<file path="config.mk">
export PLATFORM = sky130hd
export DESIGN_NAME = sys_ctrl_rx_cmd
export DESIGN_NICKNAME = d
export VERILOG_FILES = /design/src/rtl/sys_ctrl_pkg.sv /design/src/rtl/sys_ctrl_timeout.sv /design/src/rtl/sys_ctrl_rx_cmd.sv
export SDC_FILE = /design/constraint.sdc
export NUM_CORES = 1
export LEC_CHECK = 0
export ABC_AREA = 1
export CAP_MARGIN = 20
export CORE_MARGIN = 1
export CORE_UTILIZATION = 45
export DETAILED_ROUTE_END_ITERATION = 8
export GPL_ROUTABILITY_DRIVEN = 0
export PLACE_DENSITY = 0.75
export REMOVE_ABC_BUFFERS = 1
export SETUP_SLACK_MARGIN = 0.5
export SKIP_CTS_REPAIR_TIMING = 1
export SLEW_MARGIN = 0
export SYNTH_ARGS = -nofsm -noshare
export SYNTH_HDL_FRONTEND = slang
export SYNTH_SLANG_ARGS = --single-unit
</file>
<file path="constraint.sdc">
create_clock -name CLK -period 1.52 [get_ports CLK]
set_input_delay 0.152 -clock CLK [delete_from_list [all_inputs] [get_ports CLK]]
set_output_delay 0.152 -clock CLK [all_outputs]
set_load 0.02 [all_outputs]
</file>
<file path="src/rtl/sys_ctrl_pkg.sv">
// sys_ctrl_pkg: command codes, FSM states and field widths shared by the RX and TX controllers
package sys_ctrl_pkg;
  localparam logic [7:0] CMD_WR      = 8'hAA;
  localparam logic [7:0] CMD_RD      = 8'hBB;
  localparam logic [7:0] CMD_ALU_OP  = 8'hCC;
  localparam logic [7:0] CMD_ALU_NOP = 8'hDD;
  localparam int ADDR_W = 4;
  localparam int FUN_W  = 4;
  typedef enum logic [3:0] {
    IDLE, WR_ADDR, WR_DATA, RD_ADDR, RD_WAIT, ALU_A, ALU_B, ALU_FUNC, ALU_WAIT
  } state_t;
  function automatic logic is_alu(input state_t s);
    return s inside {ALU_A, ALU_B, ALU_FUNC, ALU_WAIT};
  endfunction
endpackage

</file>
<file path="src/rtl/sys_ctrl_timeout.sv">
// sys_ctrl_timeout: idle-cycle counter with clear input and expiry flag
module sys_ctrl_timeout #(
  parameter int TIMEOUT = 1023
) (
  input  logic clk,
  input  logic rst,
  input  logic i_clr,
  output logic o_expired
);
  localparam int CW = $clog2(TIMEOUT + 1);
  logic [CW-1:0] r_cnt;
  assign o_expired = r_cnt == CW'(TIMEOUT);
  // count idle cycles; an expiry restarts the count since the frame is abandoned
  always_ff @(posedge clk)
    if (rst || i_clr || o_expired) r_cnt <= '0;
    else r_cnt <= r_cnt + 1'b1;
endmodule

</file>
<file path="src/rtl/sys_ctrl_rx_cmd.sv">
// sys_ctrl_rx_cmd: parses RX command frames into reg-file and ALU operations
module sys_ctrl_rx_cmd
  import sys_ctrl_pkg::*;
#(
  parameter int DATA_WIDTH = 8,
  parameter int ADDR_WIDTH = ADDR_W,
  parameter int FUN_WIDTH  = FUN_W,
  parameter int TIMEOUT    = 1023
) (
  input  logic                  CLK,
  input  logic                  rst,
  input  logic [DATA_WIDTH-1:0] RX_P_DATA,
  input  logic                  RX_D_VLD,
  input  logic                  Rd_data_valid,
  input  logic                  ALU_OUT_valid,
  output logic [ADDR_WIDTH-1:0] Address,
  output logic                  WrEn,
  output logic                  RdEn,
  output logic [DATA_WIDTH-1:0] WrData,
  output logic [FUN_WIDTH-1:0]  ALU_FUN,
  output logic                  ALU_EN,
  output logic                  CLK_GATE_EN,
  output logic                  Cmd_err
);
  state_t                r_state, w_next;
  logic                  w_wait, w_acc, w_expired;
  logic                  w_wr, w_rd, w_en, w_err;
  logic [ADDR_WIDTH-1:0] w_addr;
  logic [DATA_WIDTH-1:0] w_data;
  logic [FUN_WIDTH-1:0]  w_fun;
  assign w_wait = r_state inside {RD_WAIT, ALU_WAIT};
  assign w_acc  = RX_D_VLD && !w_wait;
  sys_ctrl_timeout #(.TIMEOUT(TIMEOUT)) u_timeout (
    .clk      (CLK),
    .rst      (rst),
    .i_clr    (w_acc || r_state == IDLE),
    .o_expired(w_expired)
  );
  // state register
  always_ff @(posedge CLK)
    if (rst) r_state <= IDLE;
    else r_state <= w_next;
  // next state plus next values of the registered outputs
  always_comb begin
    w_next = r_state;
    w_wr   = 1'b0;
    w_rd   = 1'b0;
    w_en   = 1'b0;
    w_err  = 1'b0;
    w_addr = Address;
    w_data = WrData;
    w_fun  = ALU_FUN;
    case (r_state)
      IDLE: if (RX_D_VLD) begin
        w_next = RX_P_DATA == CMD_WR      ? WR_ADDR  :
                 RX_P_DATA == CMD_RD      ? RD_ADDR  :
                 RX_P_DATA == CMD_ALU_OP  ? ALU_A    :
                 RX_P_DATA == CMD_ALU_NOP ? ALU_FUNC : IDLE;
        w_err  = w_next == IDLE;
      end
      WR_ADDR: if (RX_D_VLD) begin
        w_next = WR_DATA;
        w_addr = RX_P_DATA[ADDR_WIDTH-1:0];
      end
      WR_DATA: if (RX_D_VLD) begin
        w_next = IDLE;
        w_data = RX_P_DATA;
        w_wr   = 1'b1;
      end
      RD_ADDR: if (RX_D_VLD) begin
        w_next = RD_WAIT;
        w_addr = RX_P_DATA[ADDR_WIDTH-1:0];
        w_rd   = 1'b1;
      end
      RD_WAIT: w_next = Rd_data_valid ? IDLE : RD_WAIT;
      ALU_A: if (RX_D_VLD) begin
        w_next = ALU_B;
        w_addr = '0;
        w_data = RX_P_DATA;
        w_wr   = 1'b1;
      end
      ALU_B: if (RX_D_VLD) begin
        w_next = ALU_FUNC;
        w_addr = ADDR_WIDTH'(1);
        w_data = RX_P_DATA;
        w_wr   = 1'b1;
      end
      ALU_FUNC: if (RX_D_VLD) begin
        w_next = ALU_WAIT;
        w_fun  = RX_P_DATA[FUN_WIDTH-1:0];
        w_en   = 1'b1;
      end
      ALU_WAIT: w_next = ALU_OUT_valid ? IDLE : ALU_WAIT;
      default: w_next = IDLE;
    endcase
    if (w_wait && RX_D_VLD) w_err = 1'b1;
    if (r_state != IDLE && !w_acc && w_next == r_state && w_expired) begin
      w_next = IDLE;
      w_err  = 1'b1;
    end
  end
  // registered outputs; address, data and function hold between commands
  always_ff @(posedge CLK)
    if (rst) begin
      Address     <= '0;
      WrData      <= '0;
      ALU_FUN     <= '0;
      WrEn        <= 1'b0;
      RdEn        <= 1'b0;
      ALU_EN      <= 1'b0;
      CLK_GATE_EN <= 1'b0;
      Cmd_err     <= 1'b0;
    end else begin
      Address     <= w_addr;
      WrData      <= w_data;
      ALU_FUN     <= w_fun;
      WrEn        <= w_wr;
      RdEn        <= w_rd;
      ALU_EN      <= w_en;
      CLK_GATE_EN <= is_alu(w_next);
      Cmd_err     <= w_err;
    end
endmodule

</file>
==> key figures, run 1 <==
Synth
  – Yosys warning total: 0
  – Post-synth EDFFs: 0
  – Most numerous cell in the Yosys netlist: nand2_1
  – Predominant post-synthesis flop cell: dfxtp_1
  – Area leader, netlist: dfxtp_1
  – Syn_area_per_cell: 7.25 µm²
  – Seq cells post-synth: 35
  – Synth top area share: 0.437
  – Synth top cells by count: nand2_1 (50), nor2_1 (45), dfxtp_1 (35)
  – Cell area after synthesis: 1600 µm²
  – Cells after Synth: 221
  – Ranking of synthesized cells by area: dfxtp_1 (44%), nand2_1 (12%), nor2_1 (11%), a21oi_1 (3.7%), nand3_1 (3.4%)
  – Synth unique cells: 31
  – Seq/Total Area, Yosys: 0.437
  – Post-synth ARST share: 0

STA
  – TNS Setup: 0 ns
  – Hold slack: 0.424 ns
  – RSZ-0062 raised after global routing: true
  – Setup violations, final: 0
  – Fin worst setup slack: 0.0147 ns
  – Tmin final: 1.51 ns
  – Max-slew violations: 0
  – Slew HR: 0.778
  – Final period utilization: 0.990
  – Clock Skew: 0.00733 ns
  – Final Hold Fails: 0
  – Highest clock rate: 664 MHz
  – Worst-margin pin slew: 0.330 ns

Floorplan
  – Die Width: 61.7 µm
  – Initial core utilization: 0.477
  – Height of the die: 61.7 µm
  – Io pins: 34
  – Core Area: 3360 µm²
  – Full die area: 3800 µm²
  – Row count: 21

Worst setup path
  – Critical-path top delay cell: dfxtp_4
  – Crit path cell chain: inv_2 > nor2_4 > nand3_4 > o21ai_1 > nand2_4 > clkinv_4 > o21ai_0 > a21oi_1
  – Worst reg2reg setup slack: 0.01 ns
  – Buffers plus inverters on the worst setup path: 2
  – Worst-path maximum fanout: 8
  – Setup CP Type: reg -> reg
  – WP data required: 1.79 ns
  – Delay of the slowest critical-path stage: 0.39 ns
  – CP Data Arrival Time: 1.77 ns
  – Crit-path leading delay family: simple AND/OR/NAND/NOR gates
  – Worst Setup End Kind: register
  – Startpoint class of the critical path: register

Global route
  – Tot GR Track Use: 0.221
  – Initial antenna violation count: 0
  – First-pass GRT wire length: 6020 µm
  – Vias in the first global route: 1456
  – Largest net degree at the start of global routing: 12
  – GRT overflow: 0

Placement
  – Buffers on Ports: 33
  – Dpl cell area: 2140 µm²
  – Dpl hpwl: 2840 µm
  – Pre-CTS setup slack: -0.266 ns
  – Post-Place Cells: 319

Power
  – Pwr dens: 714 nW/µm²
  – Net Sw Frac: 0.273
  – Cell Int Power: 1.20 mW
  – Sequential Power Share: 0.569
  – Combinational Power Share: 0.132
  – Clock power frac: 0.299
  – Leak: 1.02 nW
  – Pwr Total: 1.66 mW
  – P_sw: 452 µW
  – Worst vdd ir: 483 µV

Layout
  – Util after Layout: 0.690
  – Share of cells above drive strength 1: 0.404
  – Design area: 2320 µm²
  – Area added between synthesis and finish: 44.7%
  – Fin cells: 333
  – Antenna diode instance count: 0
  – Nets: 300

Route
  – WL final: 4150 µm
  – Antenna-violating nets left: 0
  – First-pass DRT Iterations: 4
  – Drc violations: 0
  – Post-DR vias/cell: 4.98
  – DRT iter0 DRCs: 91
  – Vias post-DR: 1659
  – DR WL/cell: 12.5 µm

Clock tree
  – Htree depth: 2
  – CTS root buffer: clkbuf_4
  – Skew-Pair Late Insertion Delay: 0.35 ns
  – CTS tree: done
  – Max clock buf depth: 2
  – # clock sinks: 35
  – CTS Buf Count: 5
  – Clock transition at path regs: 0.11 ns

Outcome
  – Status: completed

Hold path
  – Hold WC Path Type: in -> reg

Run
  – Max-cap violations: 0
==> state kept, by name, summed over array words and instances, names as in the netlist <==
signal / count
WrEn: 1
RdEn: 1
Address: 4
r_state: 4
ALU_EN: 1
u_timeout.r_cnt: 10
Cmd_err: 1
CLK_GATE_EN: 1
ALU_FUN: 4
WrData: 8
==> layout by cell type (no fill, tap or decap), types with 9 or more instances in the layout <==
cell,netlist,routed
buf_4,2,44
nand2_1,50,43
nor2_1,45,39
dfxtp_2,0,18
dfxtp_1,35,15
a21oi_1,12,12
clkdlybuf4s50_1,0,12
inv_1,13,11
nand3_1,11,11
o21ai_1,7,9
==> power groups by stage <==
stage | registers [mW] | logic (mW) | clock network (mW)
detailed placement | 0.962 | 0.204 | 0
floorplan | 0.976 | 0.0717 | 0
CTS | 0.941 | 0.205 | 0.505
finish | 0.943 | 0.219 | 0.495
global route | 0.945 | 0.238 | 0.553
global placement | 0.962 | 0.202 | 0
==> worst min-delay path, stage by stage <==
cell and delay, ns:
clkdlybuf4s50_1 0.42, o21ai_1 0.13, nor2_1 0.04
==> logic make-up (layout without fill, tap and decap cells) <==
family                   Yosys count  after routing  synth area share
XOR/XNOR                           5              5            0.0273
buffers and inverters             21             86            0.0546
AND/OR/NAND/NOR                  124            125             0.354
flip-flops                        35             35             0.437
AO/OA/AOI/OAI                     35             35             0.119
adder cells (fa/ha/maj)            1              1           0.00781
==> layout make-up <==
type                       instances  area [µm²]
fill                             313        1040
multi-input combinational        166         925
sequential                        35         731
timing repair buffer              60         477
inverter                          17        71.3
tap                               46        57.6
clock buffer                       5        37.5
clock inverter                     3        15.0
timing repair inverter             1        6.26
==> worst paths after layout <==
path | start | to | depth (start not counted)
worst max-delay path | r_state[2] | WrData[0] | 8
worst min-delay path | RX_P_DATA[7] | WrData[7] | 3
worst max register to register | r_state[2] | WrData[0] | 8
worst min register to register | Address[2] | Address[2] | 2
==> metal layers <==
layer | global-route usage | share of wire | vias up
met5 | 0 | 0 | -
met4 | 0.0794 | 0.012 | 0
met3 | 0.0693 | 0.042 | 6
met2 | 0.379 | 0.50 | 36
met1 | 0.259 | 0.44 | 773
li1 | - | - | 844
Power figures use the tool's default switching activity.
==> run 2: changes to the inputs <==
- CORE_UTILIZATION: 45 -> 55
- DONT_BUFFER_PORTS: default -> 1
- PLACE_DENSITY: 0.75 -> 0.73
==> run 2 against run 1 <==
Compared with the run above:
- the flow now finishes with violations (negative hold slack, negative setup slack)
- highest routed layer unchanged
- clock power barely moved
- sequential power rose by 2%
- first-iteration DRC count decreased by 30%
- maximum frequency fell by 2.0%
==> key figures, run 2 (synthesized netlist as in run 1, its figures left out) <==
Route
  – First-pass DRT Iterations: 4 (unchanged)
  – Antenna-violating nets left: 0 (unchanged)
  – Drc violations: 0 (unchanged)
  – DRT iter0 DRCs: 64 (-30%)
  – Post-DR vias/cell: 5.56 (+12%)
  – Vias post-DR: 1563 (-5.8%)
  – DR WL/cell: 15.0 µm (+21%)
  – WL final: 4220 µm (+1.8%)

Layout
  – Biggest register: u_timeout.r_cnt
  – Share of cells above drive strength 1: 0.304 (-0.100)
  – Filler cells: 211 (-33%)
  – Util after Layout: 0.740 (+0.0503)
  – Nets: 263 (-12%)
  – Antenna diode instance count: 0 (unchanged)
  – Area added between synthesis and finish: 27.3%
  – Commonest non-fill, non-tap cells in the layout: nand2_1 (43), nor2_1 (38), dfxtp_1 (29)
  – Max FFs per register: 10 (unchanged)
  – Regs by FF count: u_timeout.r_cnt: 10 flops, WrData: 8 flops
  – Most common cell after layout, fill and taps aside: nand2_1

Run
  – Max-cap violations: 0 (unchanged)

Global route
  – First-pass GRT wire length: 5820 µm (-3.2%)
  – Largest net degree at the start of global routing: 17 (+5)
  – GRT overflow: 0 (unchanged)
  – Vias in the first global route: 1385 (-4.9%)
  – Tot GR Track Use: 0.237 (+0.0156)
  – Initial antenna violation count: 0 (unchanged)

Floorplan
  – Io pins: 34 (unchanged)
  – Height of the die: 56.0 µm (-9.2%)
  – Initial core utilization: 0.581 (+0.105)
  – Die Width: 56.0 µm (-9.2%)
  – Full die area: 3130 µm² (-18%)
  – Core Area: 2760 µm² (-18%)
  – Row count: 19 (-9.5%)

Clock tree
  – Max clock buf depth: 2 (unchanged)
  – # clock sinks: 35 (unchanged)
  – CTS Buf Count: 5 (unchanged)
  – Htree depth: 2 (unchanged)
  – CTS tree: done
  – Clock transition at path regs: 0.12 ns (about the same)
  – CTS root buffer: clkbuf_4
  – Skew-Pair Late Insertion Delay: 0.35 ns (about the same)

Worst setup path
  – Setup CP Type: reg -> reg
  – Critical-path top delay cell: dfxtp_4
  – Worst Setup End Kind: register
  – Delay of the slowest critical-path stage: 0.40 ns (about the same)
  – Crit-path most repeated cell: nand2_1
  – Startpoint class of the critical path: register
  – Worst-path maximum fanout: 5 (-3)
  – WP data required: 1.79 ns (about the same)
  – Crit path cell chain: inv_6 > nor2_4 > a21oi_1 > nand2_1 > nand2_1 > nor2_2 > nand2_2 > nor3b_2
  – CP Data Arrival Time: 1.80 ns (+0.03 ns)

STA
  – Fin worst setup slack: -0.0164 ns (-0.0312 ns)
  – Tmin final: 1.54 ns (+0.0312 ns)
  – Worst-margin pin slew: 0.525 ns (+0.194 ns)
  – Setup violations, final: 2 (+2)
  – Slew HR: 0.650 (-0.128)
  – Clock Skew: 0.0214 ns (+0.0140 ns)
  – Final period utilization: 1.01 (+0.0205)
  – Final Hold Fails: 13 (+13)
  – Hold slack: -0.157 ns (-0.581 ns)
  – Max-slew violations: 0 (unchanged)
  – RSZ-0062 raised after global routing: true
  – Highest clock rate: 651 MHz (-2.0%)

Power
  – Sequential Power Share: 0.605 (+0.036)
  – Leak: 0.831 nW (-19%)
  – Combinational Power Share: 0.082 (-0.050)
  – Clock power frac: 0.313 (+0.014)
  – Net Sw Frac: 0.267 (-0.00570)
  – Worst vdd ir: 665 µV (+38%)
  – Cell Int Power: 1.16 mW (-3.5%)
  – P_sw: 423 µW (-6.3%)
  – Pwr dens: 777 nW/µm² (+8.8%)

Placement
  – Dpl hpwl: 2520 µm (-11%)
  – Buffers on Ports: 0 (-100%)
  – Pre-CTS setup slack: -0.0432 ns (+0.223 ns)

Outcome
  – Failing checks: negative hold slack, negative setup slack
  – Status: finished, violations left

Hold path
  – Hold WC Path Type: in -> reg
-- run 2: changes by cell type in the layout (fill, tap and decap cells not counted), sizes merged --
cell	before	now
clkdlybuf4s50	12	0
dlygate4sd3	0	6
clkinvlp	0	1
clkbuf	5	6
buf	48	17
clkinv	4	2
-- run 2: through the flow --
stage	power [mW]	setup TNS [ns]	std cells	hold WS, ns	area [µm²]
after floorplan	1.05	0	217	0.221	1580
after global placement	1.07	0	257	0.224	1690
after detailed placement	1.07	-0.0432	257	0.228	1690
after CTS	1.55	-0.0981	265	-0.154	1740
after global routing	1.65	-1.07	281	-0.162	2040
final	1.59	-0.0223	281	-0.157	2040
-- run 2: final cells by class --
type                    count  area, µm²  area share
clock buffers               6       41.3      0.0202
inverters                  17       83.8      0.0411
well taps                  31       38.8      0.0190
repair buffers             23        191      0.0938
clock inverters             2       12.5     0.00613
repair inverters            1       6.26     0.00307
flip-flops and latches     35        713       0.349
multi-input cells         166        953       0.467
-- run 2: final timing paths --
check / from / endpoint / slack (ns) / cells past startpoint
max: r_state[2] / u_timeout.r_cnt[2] / -0.02 / 8
min: rst / Address[2] / -0.16 / 1
max reg2reg: r_state[2] / u_timeout.r_cnt[2] / -0.02 / 8
min reg2reg: u_timeout.r_cnt[8] / u_timeout.r_cnt[8] / 0.50 / 2
-- run 2: power by group through the flow --
stage | Combinational (mW) | Clock (mW) | Sequential (mW)
6_report | 0.130 | 0.496 | 0.959
4_1_cts | 0.0923 | 0.499 | 0.958
3_5_place_dp | 0.0916 | 0 | 0.979
2_1_floorplan | 0.0717 | 0 | 0.976
3_3_place_gp | 0.0877 | 0 | 0.978
5_1_grt | 0.143 | 0.541 | 0.961
-- run 2: metal layers --
layer  track usage  wire [µm]  vias up
li1              -          -      766
met3        0.0651        266       17
met5             0          0        -
met2         0.400       2190       57
met1         0.285       1630      723
met4        0.0941        142        0
-- run 2: critical path: cells and delay by family, from the launching register on --
| family | cells | cell delay (ns) |
|---|---|---|
| and+or+nand+nor | 6 | 0.89 |
| buffers and inverters | 1 | 0.05 |
| AOI/OAI and AO/OA | 1 | 0.12 |
| DFF | 1 | 0.40 |
==> run 3: changes to the inputs <==
- SLEW_MARGIN: 0 -> 40
==> results of run 3 <==
Same layout as run 2: the final DEF is identical, and so are final timing and power.
